**config.mk**
```make
export PLATFORM = sky130hd
export DESIGN_NAME = fetch_unit
export DESIGN_NICKNAME = d
export VERILOG_FILES = /design/src/rtl/fetch_unit.sv
export SDC_FILE = /design/constraint.sdc
export NUM_CORES = 1
export LEC_CHECK = 0
export CAP_MARGIN = 20
export CORE_ASPECT_RATIO = 0.9
export CORE_UTILIZATION = 40
export CTS_CLUSTER_SIZE = 40
export DETAILED_ROUTE_END_ITERATION = 10
export PLACE_DENSITY = 0.81
export SLEW_MARGIN = 25
export SYNTH_ARGS = -nofsm -noshare
export SYNTH_HDL_FRONTEND = slang
export SYNTH_SLANG_ARGS = --single-unit
```
**constraint.sdc**
```tcl
create_clock -name CLK -period 2.2 [get_ports CLK]
set_input_delay 0.33 -clock CLK [delete_from_list [all_inputs] [get_ports CLK]]
set_output_delay 0.33 -clock CLK [all_outputs]
set_load 0.005 [all_outputs]
```
**src/rtl/fetch_unit.sv**
```systemverilog
// Instruction-fetch stage: owns the PC, drives the icache read handshake and
// produces the IF/ID load/flush controls, absorbing stalls, redirects and halt.
module fetch_unit #(
    parameter logic [31:0] PC_RESET = 32'h0000_0000
) (
    input  logic        CLK,
    input  logic        nRST,
    input  logic        ihit,
    input  logic [31:0] imemload,
    output logic        imemREN,
    output logic [31:0] imemaddr,
    input  logic        stall,
    input  logic        redirect_valid,
    input  logic [31:0] redirect_addr,
    input  logic        halt,
    output logic [31:0] instruction,
    output logic [31:0] imemaddr_IF,
    output logic [31:0] npc_IF,
    output logic        enable_IF_ID,
    output logic        flush_IF_ID,
    output logic [31:0] fetch_count,
    output logic        halted
);

    typedef enum logic [1:0] {
        FETCH = 2'd0,
        DRAIN = 2'd1,
        HALT  = 2'd2
    } state_t;

    state_t      state_q, state_d;
    logic [31:0] pc_q, pc_d;
    logic [31:0] pend_q, pend_d;
    logic [31:0] count_q, count_d;
    logic        ren_s, enable_s, flush_s;
    logic [31:0] target_s;

    assign target_s = {redirect_addr[31:2], 2'b00};

    // State, PC, pending-target and perf-counter registers
    always_ff @(posedge CLK or negedge nRST) begin
        if (!nRST) begin
            state_q <= FETCH;
            pc_q    <= PC_RESET;
            pend_q  <= 32'h0000_0000;
            count_q <= 32'h0000_0000;
        end else begin
            state_q <= state_d;
            pc_q    <= pc_d;
            pend_q  <= pend_d;
            count_q <= count_d;
        end
    end

    // Next-state and IF/ID control; pc only moves on an ihit cycle
    always_comb begin
        state_d  = state_q;
        pc_d     = pc_q;
        pend_d   = pend_q;
        count_d  = count_q;
        ren_s    = 1'b1;
        enable_s = 1'b0;
        flush_s  = 1'b0;
        case (state_q)
            FETCH: begin
                if (halt) begin
                    state_d = HALT;
                    flush_s = 1'b1;
                end else if (redirect_valid) begin
                    flush_s = 1'b1;
                    if (ihit) begin
                        pc_d = target_s;
                    end else begin
                        pend_d  = target_s;
                        state_d = DRAIN;
                    end
                end else if (ihit && !stall) begin
                    enable_s = 1'b1;
                    pc_d     = pc_q + 32'd4;
                    count_d  = count_q + 32'd1;
                end else begin
                    pc_d = pc_q;
                end
            end
            DRAIN: begin
                // The outstanding miss is wrong-path; its word is dropped on return
                if (halt) begin
                    state_d = HALT;
                    flush_s = 1'b1;
                end else if (redirect_valid) begin
                    pend_d  = target_s;
                    flush_s = 1'b1;
                    if (ihit) begin
                        pc_d    = target_s;
                        state_d = FETCH;
                    end else begin
                        state_d = DRAIN;
                    end
                end else if (ihit) begin
                    pc_d    = pend_q;
                    state_d = FETCH;
                end else begin
                    state_d = DRAIN;
                end
            end
            HALT: begin
                ren_s = 1'b0;
            end
            default: begin
                state_d = FETCH;
            end
        endcase
    end

    assign imemREN      = ren_s;
    assign imemaddr     = pc_q;
    assign imemaddr_IF  = pc_q;
    assign npc_IF       = pc_q + 32'd4;
    assign instruction  = imemload;
    assign enable_IF_ID = enable_s & nRST;
    assign flush_IF_ID  = flush_s & nRST;
    assign fetch_count  = count_q;
    assign halted       = (state_q == HALT);

endmodule

```
# --- Word level (Yosys, flattened, before mapping) ---
# Cells that the tools add are included.
word_totals:
  out_inout_bits: 164
  reg_bits: 98
  elab_cells: 59
classes:
  n_mux: 28
  n_bitwise: 5
  reduce_logical: 9
  eq_ne: 11
  addsub: 2
ops:
  columns: ["cell", "n"]
  rows:
  - ["32-bit 2-to-1 mux", 12]
  - ["32-bit case mux with 2 select lines", 2]
  - ["32-bit by 1-bit adder with 32-bit output, second input constant", 1]
  - ["32-bit by 3-bit adder with 32-bit output, second input constant", 1]
  - ["3-bit inequality test, second input constant", 4]
  - ["2-bit inequality test, second input constant", 5]
  - ["1-bit 2-to-1 mux", 9]
  - ["2-bit 2-to-1 mux", 4]
  - ["2-bit case mux with 3 select lines", 1]
  - ["6-bit AND reduction", 1]
  - ["5-bit AND reduction", 1]
  - ["4-bit AND reduction", 1]
  - ["1-bit NOT", 3]
  - ["3-bit AND reduction", 1]
  - ["1-bit bitwise AND", 2]
  - ["2-bit by 1-bit == test with 1-bit output, second input constant", 1]
  - ["2-bit == test, second input constant", 1]
  - ["2-bit zero test", 1]
  - ["2-bit nonzero test", 1]
  - ["2-bit OR reduction", 1]
  - ["1-bit logical AND", 1]
  - ["1-bit zero test", 1]

# --- Depth between registers and ports, before layout ---
depth:
  depth_word: 7
  mapped_depth: 8

# --- Worst setup path after synthesis ---
# Ideal clock, no wire load.
synth_path:
  kind: "register to register"
  from: "register state_q[0]"
  to: "register count_q[16] (netlist: fetch_count[16])"
  path_slack_ps: 2
  setup_time_ps: 79
  stages_incl_launch_ff: 8
  t_arrival_ps: 2119
  path_cell_list: "dfrtp_1 > buf_6 > or4b_4 > or4b_1 > buf_2 > nor3_4 > and3_1 > xor2_1"
synth_via:
  elab_chain_len: 2
synth_lines:
  columns: ["item", "line", "rtl"]
  rows:
  - ["from (decl)", "31", "state_t state_q, state_d;"]
  - ["from (signal assigned)", "48", "state_q <= state_d;"]
  - ["2-bit zero test", "64", "case (state_q)"]
  - ["4-bit AND reduction (no line)", null, null]
  - ["to (signal assigned)", "51", "count_q <= count_d;"]
  - ["to (decl)", "34", "logic [31:0] count_q, count_d;"]
# No other way between the ends.
# A chain may end at the register's enable or synchronous reset.

# --- Worst setup path after layout ---
layout_path:
  from: "register pc_q[3] (netlist: imemaddr[3])"
  to: "output npc_IF[30]"
layout_via:
  elab_chain_len: 1
layout_lines:
  columns: ["item", "line", "rtl"]
  rows:
  - ["from (decl)", "32", "logic [31:0] pc_q, pc_d;"]
  - ["from (signal assigned)", "49", "pc_q <= pc_d;"]
  - ["32-bit by 3-bit adder with 32-bit output", "118", "assign npc_IF = pc_q + 32'd4;"]
  - ["to (decl)", "18", "output logic [31:0] npc_IF,"]
# No other way between the ends.

==> impl_metrics.csv <==
group,metric,value,unit
outcome,outcome,"complete, but fails checks",
outcome,violations,"setup timing",
sta,post-route-min-period,2.43,ns
final_layout,final_area,0.00862,mm^2
logic_synthesis,yosys_register_bits,96,
worst_setup_path,crit_path_start,"imemaddr[3]",
sta,maxSlewViolCount,0,
sta,hold-worst-slack,0.326,ns
job,max-cap-violations,0,
cts,cts_tree,"built",
worst_setup_path,critPathArrivalTime,2.10,ns
worst_setup_path,worstPathCellList,"ha_2, and4_4, buf_6, and3_4, buf_6, nand4_1, xnor2_1, buf_2",
final_layout,nNetsFinal,860,
sta,worst_slew_pin_slew,0.752,ns
cts,clock-sinks,96,
worst_setup_path,cp_max_fo,4,
logic_synthesis,ys_warn_count,0,
floorplanning,ios,234,
worst_setup_path,critPathKind,"flip-flop to primary output",
detailed_routing,routed_wl,18300,um
power_and_ir_drop,p_leak,4.03,nW
detailed_routing,initialDrtViolationCount,491,
power_and_ir_drop,ir_worst_vdd,0.373,mV
cts,htree_levels,3,
placed_design,dpl_cell_area,0.00771,mm^2
worst_setup_path,crit_top_cell,"buf_6",
logic_synthesis,avgSynthCellArea,9.88,um^2
detailed_routing,drtPass1Iterations,6,
power_and_ir_drop,p_sw,1.27,mW
worst_setup_path,slowest_stage,"dfrtp_1",
sta,grt_setup_unrepaired,"yes",
floorplanning,initial_core_util,41.7,%
sta,min_period_over_period,111,%
worst_setup_path,critPathRequiredTime,1.87,ns
logic_synthesis,synth.distinct_cells,57,
sta,skew,0.00816,ns
logic_synthesis,synth_top_area_share,42.3,%
logic_synthesis,synthFlopType,"dfrtp_1",
logic_synthesis,synth_edf_count,0,
detailed_routing,vias_per_cell,5.59,
floorplanning,coreArea,0.0136,mm^2
final_layout,utilization,63.3,%
power_and_ir_drop,pwr-share-seq,42.7,%
floorplanning,chipHeight,115,um
sta,max_freq,411,MHz
power_and_ir_drop,p_per_area,531,mW/mm^2
floorplanning,num_rows,40,
grt,grt_usage,24.3,%
sta,finalSetupTns,-1.85,ns
min_path,hp-class,"input pin to async pin",
floorplanning,dieWidth,128,um
cts,clk_pin_slew_worst_paths,0.07,ns
final_layout,area_delta_synth_final,51.6,%
power_and_ir_drop,pwr-share-clk,32.6,%
grt,grt_pass1_wl,27600,um
detailed_routing,dr_total_vias,5497,
placed_design,port_buffers,167,
cts,cts_buffers,9,
grt,grt_max_degree,58,
logic_synthesis,yosysMostFrequentCell,"dfrtp_1",
worst_setup_path,cpPeakStageDelay,0.37,ns
power_and_ir_drop,netSwitchingFraction,27.7,%
worst_setup_path,regToRegStartpoint,"state_q[0]",
worst_setup_path,start_kind,"flip-flop",
grt,overflow,0,
cts,clock-root-buffer,"clkbuf_16",
cts,cts_buffer_depth,2,
grt,antenna_found_initial,1,
final_layout,fillers,1057,
placed_design,dp_hpwl,11800,um
sta,worst_slack,-0.234,ns
sta,report.final.hold_viol_count,0,
cts,clock_latency,0.34,ns
grt,grt_pass1_vias,5430,
power_and_ir_drop,p_comb_share,24.7,%
logic_synthesis,synthesis.area,0.00568,mm^2
placed_design,gp_congestion,0.933,
sta,max_slew_margin,49.9,%
logic_synthesis,ys_top_cells_by_count,"96 x dfrtp_1, 66 x buf_4, 37 x xnor2_1",
sta,setup_viol,18,
worst_setup_path,cp-end-kind,"primary output",
floorplanning,dieArea,0.0147,mm^2
detailed_routing,drc_errors,0,
logic_synthesis,async_reset_ff_share,100,%
final_layout,drive_above_1_share,33.2,%
detailed_routing,final_antenna_net_count,0,
placed_design,dp_slack,-0.356,ns
logic_synthesis,synth_area_leaders,"dfrtp_1 42%, buf_4 8.7%, mux2_2 6.1%",
logic_synthesis,yosys.area.top_type,"dfrtp_1",
detailed_routing,wl_per_cell,18.6,um
logic_synthesis,synth_fp_nets,647,
logic_synthesis,ys_seq_area_share,42.3,%
logic_synthesis,netlist_instances,575,
power_and_ir_drop,p_int,3.31,mW
through the flow:
step                      cells  power, mW
after floorplan             575       2.47
after detailed placement    922       3.07
after global routing        983       4.79
after CTS                   965       4.57
after global placement      922       3.05
final                       983       4.57
worst paths after layout:
path                              endpoint  slack (ns)  depth (start not counted)
hold / removal              fetch_count[0]        0.33                          2
setup / recovery                npc_IF[30]       -0.23                          8
setup reg to reg           fetch_count[22]       -0.09                          6
min in group CLK                state_q[0]        0.35                          3
max in group asynchronous     imemaddr[24]        0.45                          4
hold reg to reg            fetch_count[31]        0.48                          1
state kept, by name, indices dropped and copies added, names as in the netlist:
signal / cells
fetch_count: 32
pend_q: 30
state_q: 2
imemaddr: 32
power by group through the flow:
stage / sequential, mW / combinational [mW] / clock (mW)
5_1_grt: 1.96 / 1.21 / 1.61
4_1_cts: 1.94 / 1.10 / 1.53
3_5_place_dp: 1.98 / 1.09 / 0
2_1_floorplan: 2.02 / 0.452 / 0
3_3_place_gp: 1.97 / 1.08 / 0
6_report: 1.95 / 1.13 / 1.49
layout by cell type (no fill, tap or decap), drive strengths merged, types with 9 or more instances in the layout:
cell,Yosys,layout
a21oi,15,15
a222oi,13,13
a31oi,9,9
and3,18,18
and4,11,11
buf,73,156
clkbuf,29,13
clkdlybuf4s50,0,136
dfrtp,96,96
inv,11,13
mux2,31,31
nand2,32,32
nand3,20,20
nand4,15,15
nor2,30,30
o21ai,16,16
o22a,10,10
o22ai,14,14
xnor2,37,37
xor2,22,22
kinds of logic (layout without fill, tap and decap cells):
kind of cell	after synthesis	in the layout	share of synthesized area (%)
compound gates	115	115	14.8
other cells	0	1	0
flops	96	96	42.3
simple gates	158	158	15.0
fa+ha+maj	2	2	0.440
xor+xnor	59	59	9.09
mux	32	32	6.32
buf+inv	113	331	12.1
layer usage:
layer	routed length [um]	track usage, %
met3	1330	4.61
met2	9010	40.6
met1	7480	30.6
met5	0	0
met4	456	11.3
final cells by class:
class	instances	area, um^2	share of cell area [%]
sequential	96	2400	27.9
timing repair buffer	304	2730	31.6
clock buffer	9	225	2.61
inverter	11	41.3	0.479
antenna	1	2.50	0.0290
tap	189	236	2.74
clock inverter	7	55.1	0.639
multi-input combinational	366	2930	34.0
timing repair:
item	in CTS	in global routing
setup buffers	26	20
endpoints found under the setup margin	27	45
pin swaps	31	28
resized for setup	142	41
hold buffers	1	0
hold endpoints to repair	3	0
worst max-delay path: cells and delay by family (launching register included):
kind | cells | cell delay (ns)
and+or+nand+nor | 3 | 0.61
buffers and inverters | 3 | 0.38
DFF | 1 | 0.37
xor gates and xnor gates | 1 | 0.21
adders and majority gates | 1 | 0.19
Note: power is estimated with default switching activity, not from simulation.
==> variant, RTL diff (same settings) <==
Reset style: synchronous (`nRST`), changed in one clocked block.
--- a/src/rtl/fetch_unit.sv
+++ b/src/rtl/fetch_unit.sv
@@ -39,5 +39,5 @@
 
     // State, PC, pending-target and perf-counter registers
-    always_ff @(posedge CLK or negedge nRST) begin
+    always_ff @(posedge CLK) begin
         if (!nRST) begin
             state_q <= FETCH;
Check against the original RTL: differs if nRST is asserted again (counterexample within 4 cycles, from zero or initial values and one cycle with nRST low); with nRST held inactive, the same outputs for 4 cycles.
==> variant against the unedited design <==
The flow still finishes with violations (setup timing). Critical endpoint is now npc_IF[17]. Synthesized area is 1.2% higher. Critical path depth is 1 higher. Via count is 17% higher. Largest power group unchanged. Sequential cell count stayed put. Wire length is 12% higher. Total power is 6.4% lower. Sequential share of layout area is 6.0 points lower. Cell area is 3.1% higher. Setup slack worse by 0.048 ns. Synthesized cell count is 26% higher. First-iteration DRC count is 35% higher.
==> variant: results (changes against the unedited design) <==
The detailed-route via count is 6432 (+17%). The type of the most critical hold path is flip-flop to flip-flop. The routed length on met1 is 8.230 mm (+10%). The number of nets in the layout is 1014 (+18%). The run finished, with violations left. The setup slack of the worst register-to-register path is -0.14 ns (-0.05 ns). The via count normalized by instance count is 5.642 (+0.89%). The total placed instance area is 7841 um2 (+1.7%). The least setup slack across all paths after layout came out at -0.2821 ns (-0.04810 ns). The worst hold slack came out at 0.4569 ns (+0.1314 ns). Counting instances in the post-synthesis netlist gives the leading cell types as sky130_fd_sc_hd__nand2_1 (100), sky130_fd_sc_hd__dfxtp_1 (96), sky130_fd_sc_hd__buf_4 (67). The arithmetic-cell share of the synthesized area counting full adders, half adders and majority gates is 0.4351% (-0.0053 points). The ratio of cells with drive above 1 in the final layout is 29.36% (-3.8 points). The global-route wire length before repair is 30.10 mm (+8.9%).

The final-layout setup total negative slack came out at -3.056 ns (-1.209 ns). The synthesized-area fraction occupied by ao, oa, aoi and oai cells is 19.84% (+5.0 points). The number of setup violations in the final report came to 22 (+4). The leakage dissipation was 3.717 nW (-7.8%). The all-layer global routing usage came out at 25.96% (+1.7 points). The pre-CTS setup slack came to -0.3692 ns (-0.01315 ns). The weighted congestion at the end of routability-driven global placement is 0.8783 (-5.8%).

The post-synthesis sequential area ratio is 33.41% (-8.9 points). The HPWL after detailed placement came to 13.14 mm (+11%). The capture point of the worst reg-to-reg path is imemaddr[26]. The maximum net fanout on the critical path came out at 3 (-1).

The placed cell count came out at 1081 (+17%). The mean instance size in the synthesized netlist is 7.923 um2 (-20%). sky130_fd_sc_hd__nand2_1 is the most common cell in the netlist. The power consumed by combinational cells came to 0.845 mW (-25%). The global routing usage on met1 came to 32.33% (+1.7 points). The sequential power came out at 1.84 mW (-6%). The count of routing violations after the opening detailed-route iteration came out at 661 (+35%).

The worst register-to-register path begins at imemaddr[13]. The number of global-route vias before repair came out at 5862 (+8.0%). The shortest clock period the worst path allows after layout came out at 2.482 ns (+0.04810 ns). The peak ir drop on the vdd network came to 0.0003668 V (-1.7%). The area taken by flip-flops and latches is 1942 um2 (-19%). The checks that failed: setup timing. The xor and xnor area share after synthesis is 6.700% (-2.4 points).

The switching power share of the total came to 27.20% (-0.51 points). The count of antenna diodes in the layout came out at 0 (-1). The worst-case reg-to-reg path depth was 9 (+3). The arrival time at the worst endpoint came out at 2.15 ns (+0.05 ns). The routed wire length on met2 is 9.855 mm (+9.4%). The met3 track demand over resource in global routing is 7.387% (+2.8 points). The setup skew after layout is 0.005287 ns (-0.002874 ns).
## variant: cell types whose count changed after synthesis, sizes merged, moves of 10 or more
cell    change
dfxtp      +96
a222oi     -10
dfrtp      -96
a21oi      +46
o21ai      +14
nor2       +11
mux2       -23
nand2      +68
clkbuf     +11
or3        +14
## variant: worst max-delay path by stage
stage,from,endpoint,slack [ns],cells after the start
global placement,redirect_valid,imemaddr[2],-0.51,7
floorplan,state_q[0],fetch_count[27],0.09,6
finish,imemaddr[4],npc_IF[17],-0.28,9
detailed placement,redirect_valid,fetch_count[23],-0.37,6
global route,imemaddr[13],npc_IF[26],-0.30,8
CTS,imemaddr[7],npc_IF[27],-0.19,7
## variant: cell families after synthesis
family,after synthesis
compound gates,173
xor+xnor,44
fa+ha+maj,2
buf+inv,124
flops,96
mux,12
simple gates,275
## variant: what timing repair did
item | in CTS | in global routing
setup buffers | 28 | 22
gates cloned | 0 | 1
endpoints found under the setup margin | 30 | 41
resized for setup | 161 | 50
pin swaps | 39 | 37
## variant: area by class of cell
cell class / instances / share of cell area [%]
multi-input combinational: 507 / 39.70
timing repair buffer: 316 / 31.85
tap: 193 / 2.719
clock inverter: 7 / 0.8171
inverter: 12 / 0.5072
clock buffer: 9 / 2.536
sequential: 96 / 21.87
## variant: worst max-delay path: stages (launching register included)
cell                      delay (ns)
sky130_fd_sc_hd__dfxtp_2        0.33
sky130_fd_sc_hd__nand4_1        0.22
sky130_fd_sc_hd__nor4_4         0.42
sky130_fd_sc_hd__buf_4          0.18
sky130_fd_sc_hd__buf_6          0.10
sky130_fd_sc_hd__buf_6          0.10
sky130_fd_sc_hd__buf_12         0.10
sky130_fd_sc_hd__nand2_4        0.04
sky130_fd_sc_hd__xnor2_1        0.16
sky130_fd_sc_hd__buf_2          0.15
